[src/rtl/mem_arbiter.sv]
// Arbitrates one single-port memory between instruction-fetch (I) and data (D) requesters.
// Each access runs IDLE -> ISSUE -> WAIT (MEM_LAT cycles) -> RESP, with D priority and bounded I starvation.
module mem_arbiter #(
  parameter int ADDR_W     = 32,
  parameter int DATA_W     = 32,
  parameter int MEM_LAT    = 2,
  parameter int STARVE_MAX = 4
) (
  input  logic                clk,
  input  logic                reset,
  input  logic                i_req,
  input  logic [ADDR_W-1:0]   i_addr,
  output logic                i_ack,
  output logic [DATA_W-1:0]   i_rdata,
  output logic                i_stall,
  input  logic                d_req,
  input  logic                d_we,
  input  logic [DATA_W/8-1:0] d_wmask,
  input  logic [ADDR_W-1:0]   d_addr,
  input  logic [DATA_W-1:0]   d_wdata,
  output logic                d_ack,
  output logic [DATA_W-1:0]   d_rdata,
  output logic                d_stall,
  output logic                mem_en,
  output logic                mem_we,
  output logic [DATA_W/8-1:0] mem_wmask,
  output logic [ADDR_W-1:0]   mem_addr,
  output logic [DATA_W-1:0]   mem_wdata,
  input  logic [DATA_W-1:0]   mem_rdata,
  output logic                arb_busy
);

  localparam int MASK_W = DATA_W / 8;
  localparam int CNT_W  = (MEM_LAT > 1) ? $clog2(MEM_LAT) : 1;
  localparam int STRK_W = $clog2(STARVE_MAX + 1);

  typedef enum logic [1:0] {ST_IDLE, ST_ISSUE, ST_WAIT, ST_RESP} state_t;

  state_t              state_reg, state_next;
  logic [CNT_W-1:0]    count_reg, count_next;
  logic [STRK_W-1:0]   streak_reg, streak_next;
  logic                owner_reg, owner_next;   // 1 = D owns the in-flight access
  logic                we_reg, we_next;
  logic [ADDR_W-1:0]   addr_reg, addr_next;
  logic [DATA_W-1:0]   wdata_reg, wdata_next;
  logic                mem_en_reg, mem_en_next;
  logic                mem_we_reg, mem_we_next;
  logic [MASK_W-1:0]   mem_wmask_reg, mem_wmask_next;
  logic                i_ack_reg, i_ack_next;
  logic                d_ack_reg, d_ack_next;
  logic [DATA_W-1:0]   i_rdata_reg, i_rdata_next;
  logic [DATA_W-1:0]   d_rdata_reg, d_rdata_next;
  logic                busy_reg, busy_next;
  logic                grant_d;

  // D normally wins; I is forced through once D has won STARVE_MAX times in a row over it.
  assign grant_d = d_req & ~(i_req & (streak_reg == STRK_W'(STARVE_MAX)));

  always_comb begin
    state_next     = state_reg;
    count_next     = count_reg;
    streak_next    = streak_reg;
    owner_next     = owner_reg;
    we_next        = we_reg;
    addr_next      = addr_reg;
    wdata_next     = wdata_reg;
    mem_en_next    = 1'b0;
    mem_we_next    = 1'b0;
    mem_wmask_next = '0;
    i_ack_next     = 1'b0;
    d_ack_next     = 1'b0;
    i_rdata_next   = i_rdata_reg;
    d_rdata_next   = d_rdata_reg;
    case (state_reg)
      ST_IDLE: begin
        if (i_req || d_req) begin
          state_next  = ST_ISSUE;
          mem_en_next = 1'b1;
          if (grant_d) begin
            owner_next     = 1'b1;
            we_next        = d_we;
            addr_next      = d_addr;
            wdata_next     = d_wdata;
            mem_we_next    = d_we;
            mem_wmask_next = d_we ? d_wmask : '0;
            if (!i_req) begin
              streak_next = '0;
            end else if (streak_reg != STRK_W'(STARVE_MAX)) begin
              streak_next = streak_reg + 1'b1;
            end
          end else begin
            owner_next  = 1'b0;
            we_next     = 1'b0;
            addr_next   = i_addr;
            wdata_next  = '0;
            streak_next = '0;
          end
        end
      end
      ST_ISSUE: begin
        state_next = ST_WAIT;
        count_next = CNT_W'(MEM_LAT - 1);
      end
      ST_WAIT: begin
        if (count_reg == '0) begin
          state_next = ST_RESP;
          if (!we_reg) begin
            if (owner_reg) d_rdata_next = mem_rdata;
            else           i_rdata_next = mem_rdata;
          end
          d_ack_next = owner_reg;
          i_ack_next = ~owner_reg;
        end else begin
          count_next = count_reg - 1'b1;
        end
      end
      ST_RESP: state_next = ST_IDLE;
      default: state_next = ST_IDLE;
    endcase
    busy_next = (state_next != ST_IDLE);
  end

  always_ff @(posedge clk) begin
    if (reset) begin
      state_reg     <= ST_IDLE;
      count_reg     <= '0;
      streak_reg    <= '0;
      owner_reg     <= 1'b0;
      we_reg        <= 1'b0;
      addr_reg      <= '0;
      wdata_reg     <= '0;
      mem_en_reg    <= 1'b0;
      mem_we_reg    <= 1'b0;
      mem_wmask_reg <= '0;
      i_ack_reg     <= 1'b0;
      d_ack_reg     <= 1'b0;
      i_rdata_reg   <= '0;
      d_rdata_reg   <= '0;
      busy_reg      <= 1'b0;
    end else begin
      state_reg     <= state_next;
      count_reg     <= count_next;
      streak_reg    <= streak_next;
      owner_reg     <= owner_next;
      we_reg        <= we_next;
      addr_reg      <= addr_next;
      wdata_reg     <= wdata_next;
      mem_en_reg    <= mem_en_next;
      mem_we_reg    <= mem_we_next;
      mem_wmask_reg <= mem_wmask_next;
      i_ack_reg     <= i_ack_next;
      d_ack_reg     <= d_ack_next;
      i_rdata_reg   <= i_rdata_next;
      d_rdata_reg   <= d_rdata_next;
      busy_reg      <= busy_next;
    end
  end

  assign i_ack     = i_ack_reg;
  assign d_ack     = d_ack_reg;
  assign i_rdata   = i_rdata_reg;
  assign d_rdata   = d_rdata_reg;
  assign i_stall   = i_req & ~i_ack_reg;
  assign d_stall   = d_req & ~d_ack_reg;
  assign mem_en    = mem_en_reg;
  assign mem_we    = mem_we_reg;
  assign mem_wmask = mem_wmask_reg;
  assign mem_addr  = addr_reg;
  assign mem_wdata = wdata_reg;
  assign arb_busy  = busy_reg;

endmodule
[config.mk]
export PLATFORM = sky130hd
export DESIGN_NAME = mem_arbiter
export DESIGN_NICKNAME = d
export VERILOG_FILES = /design/src/rtl/mem_arbiter.sv
export SDC_FILE = /design/constraint.sdc
export NUM_CORES = 1
export LEC_CHECK = 0
export ABC_AREA = 1
export BUFFER_PORTS_ARGS = -buffer_cell sky130_fd_sc_hd__clkbuf_2
export CAP_MARGIN = 5
export CORE_MARGIN = 1
export CORE_UTILIZATION = 35
export CTS_CLUSTER_SIZE = 8
export DETAILED_ROUTE_END_ITERATION = 10
export SLEW_MARGIN = 25
export SYNTH_ARGS = -nofsm -noshare
export SYNTH_HDL_FRONTEND = slang
export SYNTH_SLANG_ARGS = --single-unit
[constraint.sdc]
create_clock -name clk -period 1.8 [get_ports clk]
set_input_delay 0.18 -clock clk [delete_from_list [all_inputs] [get_ports clk]]
set_output_delay 0.18 -clock clk [all_outputs]
set_load 0.01 [all_outputs]
# Word level (Yosys, flattened, before mapping)
# Index checks and enable logic that the tools add are counted.
[word_totals] register_bits=145 latch_bits=0 mem_bits_rw=0 mem_bits_ro=0 input_bits=137 memories=0
[classes] addsub=2 n_mul=0 div_mod_pow=0 magnitude_cmp=0 eq_ne=6 shifts=0 muxes=13 bitwise=15 n_reduce_logical=12
[op_table] operator="$mux 32" count=2
[op_table] operator="$not 1->1" count=11
[op_table] operator="$mux 3" count=3
[op_table] operator="$pmux 2 s4" count=1
[op_table] operator="$reduce_and 4->1" count=2
[op_table] operator="$reduce_or 3->1" count=2
[op_table] operator="$reduce_or 5->1" count=1
[op_table] operator="$and 1x1->1" count=4
[op_table] operator="$eq 2x2->1 const B" count=2
[op_table] operator="$mux 1" count=4
[op_table] operator="$mux 2" count=2
[op_table] operator="$reduce_bool 2->1" count=2
[op_table] operator="$add 3x1->3 const B" count=1
[op_table] operator="$eq 3x3->1 const B" count=1
[op_table] operator="$ne 3x2->1 const B" count=1
[op_table] operator="$ne 3x3->1 const B" count=1
[op_table] operator="$reduce_and 3->1" count=1
[op_table] operator="$eq 2x1->1 const B" count=1
[op_table] operator="$logic_not 2->1" count=1
[op_table] operator="$pmux 1 s2" count=1
[op_table] operator="$reduce_and 2->1" count=1
[op_table] operator="$reduce_or 2->1" count=1
[op_table] operator="$logic_or 1x1->1" count=1
[op_table] operator="$sub 1x1->1 const B" count=1

# Longest topological paths before layout
# Gate-level depths: netlist (run 1).
[logic_depth] depth_word=6 depth_mapped=10 mapped_depth_nobuf=8

# Worst setup path after synthesis (run 1)
# No wires, ideal clock.
[synth_path] kind="reg-to-reg" startpoint="reg state_reg[0]" endpoint="reg addr_reg[10] (netlist: mem_addr[10])" setup_time_ps=117 arrival_ps=1268 setup_slack_ps=415 stages_incl_launch_ff=11 cell_sequence="dfxtp_1 -> inv_1 -> ha_1 -> buf_4 -> inv_2 -> nor2_4 -> buf_6 -> buf_6 -> nand2_1 -> nor2_1 -> nor2_1"
[synth_via] elab_chain_cells=2
[synth_lines] item="start, declared" line="39" source="state_t state_reg, state_next;"
[synth_lines] item="start signal, assigned" line="141" source="state_reg <= state_next;"
[synth_lines] item="$logic_not 2->1" line="74" source="case (state_reg)"
[synth_lines] item="$reduce_and 2->1 (no line)"
[synth_lines] item="end signal, assigned" line="146" source="addr_reg <= addr_next;"
[synth_lines] item="end, declared" line="44" source="logic [ADDR_W-1:0] addr_reg, addr_next;"
# Every way passes these cells.
# A chain may end at the register's enable or synchronous reset.

# Worst setup path after layout (run 1)
[layout_path] startpoint="reg state_reg[0]" endpoint="reg streak_reg[0]"
[layout_via] elab_chain_cells=2
[layout_lines] item="$logic_not 2->1" line="74"
[layout_lines] item="$reduce_and 3->1 (no line)"
[layout_lines] item="end signal, assigned" line="143" source="streak_reg <= streak_next;"
[layout_lines] item="end, declared" line="41" source="logic [STRK_W-1:0] streak_reg, streak_next;"
# Every way passes these cells.

==> qor.txt, run 1 <==
Top delay family on crit path - compound AO/OA/AOI/OAI gates
Synth Area in Adders - 1.05%
first-pass GRT wire length - 27700 µm
Final TNS setup - 0 ns
clock transition at the registers of the reported paths - 0.06 ns
critical path startpoint - state_reg[0]
sw frac - 34.2%
register share of total power - 36.5%
Synth area leader - dfxtp_1
die extent in y - 132 µm
vias in the first global route - 5576
die area - 17500 µm²
Syn. warnings - 0
layout cells sized above 1 - 32.1%
maximum vdd drop - 0.000701 V
Detailed Routing Iterations Pass 1 - 4
H-Tree Depth - 4
Final min period - 1.57 ns
Longest Clk Path Bufs - 2
fin crit share - 87.0%
Post-Synth XOR/XNOR Area - 0.147%
Detailed Route WL - 17300 µm
CP Max Fanout - 37
register area share after synthesis - 48.9%
P_int - 0.00756 W
kind of end point of the critical path - register
WP data required - 2.11 ns
Synth Area in Compound Gates - 15.7%
Avg WL per Cell - 13.5 µm
total congestion overflow - 0
Post-Syn Area - 5940 µm²
Worst R2R Path Depth - 6
crit path buf inv count - 2
Area growth, synth to finish - 40.6%
Tot GR Track Use - 19.8%
routed via count - 6019
worst path cell trace - inv_1 -> ha_1 -> buf_6 -> o21ai_4 -> o21ai_0 -> a21oi_1
FF-to-FF Start - state_reg[0]
Via-to-Cell Ratio - 4.72
core footprint - 16600 µm²
main combinational cell family by area after synthesis - simple AND/OR/NAND/NOR gates
RSZ-0062 raised after global routing - false
Post-Synth Simple-Gate Area - 26.4%
LEAKAGE - 3.84 nW
Mapped Nets - 909
Worst Setup Start Kind - register
Switching Power - 0.00393 W
DRC - 0
total power per unit cell area - 1380 nW/µm²
Post-layout nets - 1184
r2r endpoint - streak_reg[0]
Starting DRT DRC Count - 215
CTS sink cnt - 145
Post-CTS Setup Bufs - 0
Routed Antenna Nets - 0
DP Wirelength - 11700 µm
antenna fix cells - 0
GPL Wtd Cong - 0.787
Starting Density - 35.8%
clk root buf - clkbuf_16
Die Wd - 132 µm
CTS tree - built
Yosys cell types - 26
register area - 2900 µm²
initial antenna violation count - 1
Synth Register Bits - 145
Comb pwr share - 31.8%
critical path's slowest cell - buf_6
Synth area leaders - dfxtp_1 49%, nor2_1 8.6%, nand2_1 6.8%
Clock Latency Late Sink - 0.41 ns
Final Setup Violations - 0
Slew headroom - 49.2%
CP arrival - 1.87 ns
multi-input logic area - 2600 µm²
WS Path Type - reg2reg
Max Clock Skew - 0.00636 ns
average size of a mapped cell - 7.74 µm²
number of max-cap violations - 0
FF-to-FF setup slack - 0.23 ns
mux share of post-synthesis cell area - 0%
Layout fillers - 1718
# IOs - 276
Syn Inst Count - 767
final core occ - 50.3%
worst slew pin tran - 0.762 ns
WP depth - 6
Synth top area share - 48.9%
endpoints failing hold - 0
Critical Path End - streak_reg[0]
largest net degree at the start of global routing - 98
Hold Path Class - in2reg
FMAX - 0.639 GHz
num rows - 47
Port Buffers - 275
clock power share - 31.7%
final max-slew violation count - 0
CP peak stage delay - 0.31 ns
outcome - completed
CTS buffer count - 17
-- cell families after synthesis --
kind of cell,after synthesis
buf+inv,90
fa+ha+maj,5
flops,145
xor+xnor,1
compound gates,168
simple gates,358
-- power by group through the flow --
stage / sequential [W] / clock, W / combinational (W)
after floorplan: 0.00451 / 0 / 0.00206
after global placement: 0.00426 / 0 / 0.00355
after detailed placement: 0.00426 / 0 / 0.00357
after CTS: 0.00420 / 0.00374 / 0.00363
after global routing: 0.00427 / 0.00387 / 0.00409
final: 0.00420 / 0.00364 / 0.00365
-- how the worst min path moves through the flow --
stage	slack [ns]	depth (start not counted)	startpoint	end
2_1_floorplan	0.31	2	d_wmask[0]	mem_wmask[0]
3_3_place_gp	0.39	3	d_wmask[0]	mem_wmask[0]
3_5_place_dp	0.40	3	d_wmask[2]	mem_wmask[2]
4_1_cts	0.002	3	d_wdata[28]	mem_wdata[28]
5_1_grt	0.01	3	d_wdata[3]	mem_wdata[3]
6_report	0.03	3	d_wdata[13]	mem_wdata[13]
-- synth_stat cells (all sizes together) --
library cell  count
dfxtp           145
inv              24
nor3              2
a21oi            68
xnor2             1
clkbuf           15
nand4            34
buf              51
nor2            144
o21ai            68
nand2           109
a21boi           32
nand3            69
ha                5
-- per-layer routing --
metal	up-vias	wire length, µm	track usage (%)
li1	3107	-	-
met1	2677	7560	23.7
met2	201	8010	31.9
met3	32	1300	6.61
met4	2	373	9.45
met5	-	13	0
-- worst reg2reg max path: cells and delay by family (launching register included) --
family | cells | cell delay, ns
compound gates | 3 | 0.50
fa+ha+maj | 1 | 0.24
buf+inv | 2 | 0.43
flops | 1 | 0.30
-- layout by cell type, fill, tap and decap left out, types with 2 or more instances in the layout --
cell type	n
o21ai_4	2
nor2_1	136
inv_2	3
o21ai_0	55
nand3_4	2
clkinv_4	2
nor3_1	2
a21boi_0	23
nand4_1	34
dfxtp_1	145
clkbuf_8	3
a21boi_1	9
inv_1	20
ha_1	5
clkinvlp_4	2
nor2_2	6
buf_12	6
nand3_1	67
clkbuf_1	4
a21oi_1	68
nor2_4	2
buf_4	12
dlygate4sd3_1	27
clkbuf_16	17
nand2_1	108
o21ai_1	12
bufinv_16	3
clkbuf_2	274
-- timing repair --
action	in CTS	in global routing
resized for setup	0	4
hold buffers	27	0
hold endpoints to repair	27	0
endpoints found under the setup margin	0	56
-- through the flow --
| stage | cells | hold slack [ns] | instance area (µm²) | power [W] | setup WS, ns |
|---|---|---|---|---|---|
| floorplan | 767 | 0.307 | 5940 | 0.00657 | 0.415 |
| global placement | 1215 | 0.392 | 7440 | 0.00781 | 0.0388 |
| detailed placement | 1215 | 0.398 | 7440 | 0.00783 | 0.0150 |
| CTS | 1274 | 0.00154 | 8320 | 0.0116 | 0.00312 |
| global route | 1275 | 0.0138 | 8350 | 0.0122 | 0.0610 |
| finish | 1275 | 0.0281 | 8350 | 0.0115 | 0.235 |
-- layout make-up --
type	count	area share [%]
well taps	220	3.30
multi-input cells	533	31.1
flip-flops and latches	145	34.8
inverters	24	1.11
clock inverters	8	1.53
clock buffers	24	5.77
repair buffers	321	22.4
No activity file was read; power rests on OpenSTA's default activity.
==> run 2: changes to the inputs <==
Settings changed: ABC_AREA 1 to not set, BUFFER_PORTS_ARGS -buffer_cell sky130_fd_sc_hd__clkbuf_2 to not set, CORE_ASPECT_RATIO set to 1.5, DONT_BUFFER_PORTS set to 1.
==> run 2 against run 1 <==
Against the previous run:
- the run now ends with hold timing left
- clock power down 8.8%
- critical path depth decreased by 2
- core utilization fell by 8.4 points
- non-clock buffer count is 298 lower
- first-iteration DRC count grew 23%
- sequential share of layout area increased by 11 points
==> qor.txt, run 2 <==
Post-Syn Area - 5510 µm² (was 5940 µm²)
Syn Inst Count - 653 (was 767)
clk root buf - clkbuf_16 (unchanged)
WP data required - 2.15 ns (was 2.11 ns)
Synth area leaders - dfxtp_1 53%, nand2_1 9.0%, a21oi_1 6.2% (was dfxtp_1 49%, nor2_1 8.6%, nand2_1 6.8%)
top_reg_cell synth - dfxtp_1 (unchanged)
top-count cell post-synth - dfxtp_1 (unchanged)
CTS sink cnt - 145 (unchanged)
antenna fix cells - 0 (unchanged)
Final TNS setup - 0 ns (unchanged)
total power per unit cell area - 1590 nW/µm² (was 1380 nW/µm²)
DRC - 0 (unchanged)
Synth Register Bits - 145 (unchanged)
Detailed Routing Iterations Pass 1 - 5 (was 4)
CTS tree - built (unchanged)
first-pass GRT wire length - 22700 µm (was 27700 µm)
routed via count - 4675 (was 6019)
register area share after synthesis - 52.7% (was 48.9%)
failing checks - hold timing
average size of a mapped cell - 8.44 µm² (was 7.74 µm²)
CP Max Fanout - 8 (was 37)
Slew headroom - 71.0% (was 49.2%)
most common cell after layout, fill and taps aside - dfxtp_1 (was clkbuf_2)
core footprint - 15200 µm² (was 16600 µm²)
Routed Antenna Nets - 0 (unchanged)
hold_sp - reset (was d_wdata[13])
Post-synth EDFFs - 0 (unchanged)
asr flop ratio synth - 0% (unchanged)
LEAKAGE - 2.20 nW (was 3.84 nW)
vias in the first global route - 4537 (was 5576)
Hold WS - -0.149 ns (was 0.0281 ns)
Starting Density - 36.2% (was 35.8%)
kind of end point of the critical path - register (unchanged)
die area - 16300 µm² (was 17500 µm²)
FF-to-FF Start - state_reg[0] (unchanged)
Hold Crit Endpoint - mem_addr[23] (was mem_wdata[13])
DP Wirelength - 9860 µm (was 11700 µm)
final max-slew violation count - 0 (unchanged)
most frequent cells in the layout - 145 x dfxtp_1, 132 x nand2_1, 73 x nor2_1 (was 274 x clkbuf_2, 145 x dfxtp_1, 136 x nor2_1)
Synth top area share - 52.7% (was 48.9%)
Final Setup Violations - 0 (unchanged)
CTS buffer count - 17 (unchanged)
maximum vdd drop - 0.000649 V (was 0.000701 V)
GPL Wtd Cong - 0.798 (was 0.787)
endpoints failing hold - 133 (was 0)
outcome - finished, violations left (was completed)
Yosys cell types - 34 (was 26)
die extent in y - 156 µm (was 132 µm)
Final min period - 1.68 ns (was 1.57 ns)
Syn. warnings - 0 (unchanged)
Mapped Nets - 795 (was 909)
H-Tree Depth - 4 (unchanged)
Post-synth top cells - 145 x dfxtp_1, 132 x nand2_1, 73 x nor2_1 (was 145 x dfxtp_1, 136 x nor2_1, 108 x nand2_1)
Worst Setup Start Kind - register (unchanged)
r2r endpoint - d_ack (was streak_reg[0])
Post-layout nets - 773 (was 1184)
Clock Latency Late Sink - 0.41 ns (about the same)
number of max-cap violations - 0 (unchanged)
FMAX - 0.595 GHz (was 0.639 GHz)
largest net degree at the start of global routing - 142 (was 98)
num rows - 55 (was 47)
Hold Path Class - in2reg (unchanged)
Worst Hold Path Cells - 1 (was 3)
fin crit share - 93.4% (was 87.0%)
worst slew pin tran - 0.429 ns (was 0.762 ns)
Via-to-Cell Ratio - 5.55 (was 4.72)
clock transition at the registers of the reported paths - 0.06 ns (about the same)
Max Clock Skew - 0.00845 ns (was 0.00636 ns)
cts hold-fix bufs - 8 (was 27)
# IOs - 276 (unchanged)
Area growth, synth to finish - 15.7% (was 40.6%)
WS Path Type - reg2reg (unchanged)
Die Wd - 104 µm (was 132 µm)
Tot GR Track Use - 17.5% (was 19.8%)
Starting DRT DRC Count - 264 (was 215)
Worst R2R Path Depth - 4 (was 6)
RSZ-0062 raised after global routing - false (unchanged)
CP arrival - 2.03 ns (was 1.87 ns)
Port Buffers - 0 (was 275)
layout cells sized above 1 - 8.70% (was 32.1%)
Detailed Route WL - 14800 µm (was 17300 µm)
total congestion overflow - 0 (unchanged)
initial antenna violation count - 0 (was 1)
Longest Clk Path Bufs - 2 (unchanged)
Avg WL per Cell - 17.6 µm (was 13.5 µm)
Synth area leader - dfxtp_1 (unchanged)
FF-to-FF setup slack - 0.12 ns (was 0.23 ns)
==> run 2: cell types whose count changed after synthesis, moves of 11 or more <==
cell | before | now
a311oi_1 | 0 | 32
nand4_1 | 34 | 4
o21ai_1 | 12 | 1
a32oi_1 | 0 | 32
a21boi_0 | 23 | 0
clkbuf_1 | 15 | 32
nand3_1 | 67 | 32
nor2_1 | 136 | 73
nand2_1 | 108 | 132
o21ai_0 | 55 | 32
==> run 2: layout make-up <==
cell class / count / area [µm²]
tap: 199 / 249
multi-input combinational: 434 / 2320
inverter: 10 / 37.5
timing repair buffer: 23 / 309
clock inverter: 14 / 121
clock buffer: 18 / 439
sequential: 145 / 2900
fill: 1508 / 8830
==> run 2: kinds of logic after synthesis <==
family	Yosys count	synth area share, %
buf+inv	74	6.11
simple gates	259	20.0
flops	145	52.7
fa+ha+maj	5	1.13
compound gates	170	20.1
==> run 2: report_power, final <==
group | switching (W) | total [W] | internal (W)
registers | 0.000778 | 0.00465 | 0.00387
logic | 0.00126 | 0.00218 | 0.000922
clock network | 0.00147 | 0.00332 | 0.00185
==> run 2: how the worst max path moves through the flow <==
stage,to,cells after the start,startpoint,slack [ns]
2_1_floorplan,i_rdata[10],7,state_reg[0],0.23
6_report,d_ack,4,state_reg[0],0.12
5_1_grt,count_reg,5,state_reg[0],0.008
3_3_place_gp,i_rdata[27],6,state_reg[0],0.15
3_5_place_dp,i_rdata[25],6,state_reg[0],0.07
4_1_cts,i_rdata[25],6,state_reg[0],0.07
==> run 2: routing by layer <==
layer  vias to the layer above  global-route usage, %  part of all wire, %
li1                       2231                      -                    -
met1                      2167                   18.3                   38
met2                       247                   31.6                   52
met3                        30                   5.97                  8.3
met4                         0                   7.28                  2.3
met5                         -                      0                    0
==> run 2: per-stage QoR <==
step,util [%],cell area (µm²),std cells,power [W],setup WS [ns]
finish,41.9,6380,843,0.0101,0.118
global route,41.9,6380,843,0.0107,0.00840
CTS,41.7,6330,840,0.0102,0.0664
detailed placement,37.4,5690,800,0.00682,0.0710
global placement,37.4,5690,800,0.00670,0.147
floorplan,-,5510,653,0.00623,0.229
==> run 2: critical path: stages (launching register included) <==
cell	delay (ns)
dfxtp_1	0.32
inv_1	0.11
ha_2	0.27
nor4bb_1	0.33
dlygate4sd3_1	0.59
==> run 2: timing repair <==
action / 4_1_cts / 5_1_grt
endpoints found under the hold margin: 144 / 136
endpoints found under the setup margin: 0 / 39
gates resized for setup: 0 / 5
setup buffers: 0 / 3
==> run 3: changes to the inputs <==
==> constraint.sdc (replaced) <==
create_clock -name clk -period 1.8 [get_ports clk]
set_input_delay 0.09 -clock clk [delete_from_list [all_inputs] [get_ports clk]]
set_output_delay 0.09 -clock clk [all_outputs]
set_load 0.01 [all_outputs]
==> run 3 against run 2 <==
Against the previous run:
- the run still ends with hold timing left
- global-route usage grew 0.51 points
- via count increased by 2.1%
- die area unchanged
- clock power barely moved
- largest cell class unchanged
- critical path depth grew 2
- clock-buffer cell count did not move
==> qor.txt, run 3 (synthesis results as in run 2) <==
worst slew pin tran - 0.545 ns (was 0.429 ns)
core footprint - 15200 µm² (unchanged)
FF-to-FF setup slack - 0.10 ns (was 0.12 ns)
CTS buffer count - 17 (unchanged)
die extent in y - 156 µm (unchanged)
layout cells sized above 1 - 8.26% (was 8.70%)
final core occ - 44.3% (was 41.9%)
Clock Latency Late Sink - 0.41 ns (about the same)
kind of end point of the critical path - register (unchanged)
CTS sink cnt - 145 (unchanged)
P_int - 0.00671 W (was 0.00664 W)
Post-layout nets - 807 (was 773)
Worst Hold Path Cells - 1 (unchanged)
most common cell after layout, fill and taps aside - dfxtp_1 (unchanged)
routed via count - 4772 (was 4675)
most frequent cells in the layout - 145 x dfxtp_1, 132 x nand2_1, 73 x nor2_1 (unchanged)
Starting Density - 36.2% (unchanged)
Via-to-Cell Ratio - 5.44 (was 5.55)
CP arrival - 2.04 ns (was 2.03 ns)
final max-slew violation count - 0 (unchanged)
vias in the first global route - 4654 (was 4537)
outcome - finished, violations left (unchanged)
number of max-cap violations - 0 (unchanged)
die area - 16300 µm² (unchanged)
antenna fix cells - 0 (unchanged)
Longest Clk Path Bufs - 2 (unchanged)
Tot GR Track Use - 18.0% (was 17.5%)
failing checks - hold timing (unchanged)
Area growth, synth to finish - 22.2% (was 15.7%)
fin crit share - 94.2% (was 93.4%)
CP peak stage delay - 0.55 ns (was 0.59 ns)
Worst R2R Path Depth - 6 (was 4)
total congestion overflow - 0 (unchanged)
Avg WL per Cell - 17.3 µm (was 17.6 µm)
WP data required - 2.14 ns (was 2.15 ns)
LEAKAGE - 2.35 nW (was 2.20 nW)
total power per unit cell area - 1520 nW/µm² (was 1590 nW/µm²)
final instance area - 6740 µm² (was 6380 µm²)
register share of total power - 45.5% (was 45.8%)
num rows - 55 (unchanged)
Detailed Routing Iterations Pass 1 - 4 (was 5)
largest net degree at the start of global routing - 142 (unchanged)
Starting DRT DRC Count - 408 (was 264)
Final TNS setup - 0 ns (unchanged)
Worst Setup Start Kind - register (unchanged)
clk root buf - clkbuf_16 (unchanged)
Detailed Route WL - 15200 µm (was 14800 µm)
Final min period - 1.70 ns (was 1.68 ns)
initial antenna violation count - 0 (unchanged)
Die Wd - 104 µm (unchanged)
crit path buf inv count - 2 (unchanged)
H-Tree Depth - 4 (unchanged)
Final Setup Violations - 0 (unchanged)
Max Clock Skew - 0.00985 ns (was 0.00845 ns)
WP depth - 6 (was 4)
clock power share - 32.4% (was 32.7%)
Port Buffers - 0 (unchanged)
DRC - 0 (unchanged)
sw frac - 34.4% (was 34.6%)
worst path cell trace - inv_1 -> ha_1 -> nand3_4 -> nand4_1 -> a21oi_1 -> dlygate4sd3_1 (was inv_1 -> ha_2 -> nor4bb_1 -> dlygate4sd3_1)
GPL Wtd Cong - 0.800 (was 0.798)
Slew headroom - 63.6% (was 71.0%)
area post-placement - 5700 µm² (was 5690 µm²)
Hold Path Class - in2reg (unchanged)
# IOs - 276 (unchanged)
FMAX - 0.589 GHz (was 0.595 GHz)
critical path's slowest cell - dlygate4sd3_1 (unchanged)
RSZ-0062 raised after global routing - false (unchanged)
Switching Power - 0.00353 W (was 0.00351 W)
Top delay family on crit path - buffers and inverters (unchanged)
maximum vdd drop - 0.000627 V (was 0.000649 V)
Post-CTS Setup Bufs - 0 (unchanged)
CP Max Fanout - 7 (was 8)
DP Wirelength - 9920 µm (was 9860 µm)
Comb pwr share - 22.1% (was 21.5%)
clock transition at the registers of the reported paths - 0.06 ns (about the same)
first-pass GRT wire length - 23500 µm (was 22700 µm)
Routed Antenna Nets - 0 (unchanged)
CTS tree - built (unchanged)
Hold WS - -0.238 ns (was -0.149 ns)
WS Path Type - reg2reg (unchanged)
endpoints failing hold - 135 (was 133)
-- run 3: worst reg2reg max path, cell delays in order, from the launching register on --
cell and delay [ns]:
dfxtp_1 0.36, inv_1 0.07, ha_1 0.25, nand3_4 0.17, nand4_1 0.11, a21oi_1 0.13, dlygate4sd3_1 0.55
-- run 3: area by class of cell --
| class | count | area (µm²) |
|---|---|---|
| inverters | 10 | 37.5 |
| fillers | 1464 | 8470 |
| multi-input cells | 434 | 2330 |
| repair buffers | 57 | 661 |
| well taps | 199 | 249 |
| clock buffers | 18 | 439 |
| flip-flops and latches | 145 | 2900 |
| clock inverters | 14 | 121 |
-- run 3: final timing paths --
check	startpoint	endpoint
worst min register to register	streak_reg[1]	streak_reg[1]
worst max-delay path	streak_reg[0]	we_reg
worst max register to register	streak_reg[0]	we_reg
worst min-delay path	reset	mem_addr[23]
-- run 3: timing repair --
action / in CTS / in global routing
gates resized for setup: 0 / 5
hold buffers: 11 / 34
endpoints found under the hold margin: 144 / 135
endpoints found under the setup margin: 0 / 28
-- run 3: per-stage QoR --
step                      setup slack (ns)  hold WS, ns  power, W  instances
after floorplan                      0.229        0.202   0.00623        653
after global placement               0.151        0.171   0.00672        801
after detailed placement            0.0841        0.173   0.00683        801
after CTS                           0.0318       -0.269    0.0103        844
after global routing                0.0146       -0.274    0.0109        877
final                                0.104       -0.238    0.0102        877
-- run 3: power by group through the flow --
stage          registers (W)  clock network (W)  logic, W
2_1_floorplan        0.00453                  0   0.00170
4_1_cts              0.00466            0.00344   0.00219
3_5_place_dp         0.00472                  0   0.00211
3_3_place_gp         0.00471                  0   0.00201
6_report             0.00466            0.00332   0.00226
5_1_grt              0.00472            0.00358   0.00256
-- run 3: routing by layer --
| layer | share of wire (%) | wire [µm] | vias up | GRT usage [%] |
|---|---|---|---|---|
| li1 | - | - | 2310 | - |
| met1 | 38 | 5730 | 2203 | 18.8 |
| met2 | 51 | 7810 | 229 | 32.2 |
| met3 | 8.0 | 1220 | 30 | 6.39 |
| met4 | 2.8 | 422 | 0 | 8.16 |
| met5 | 0 | 0 | - | 0 |
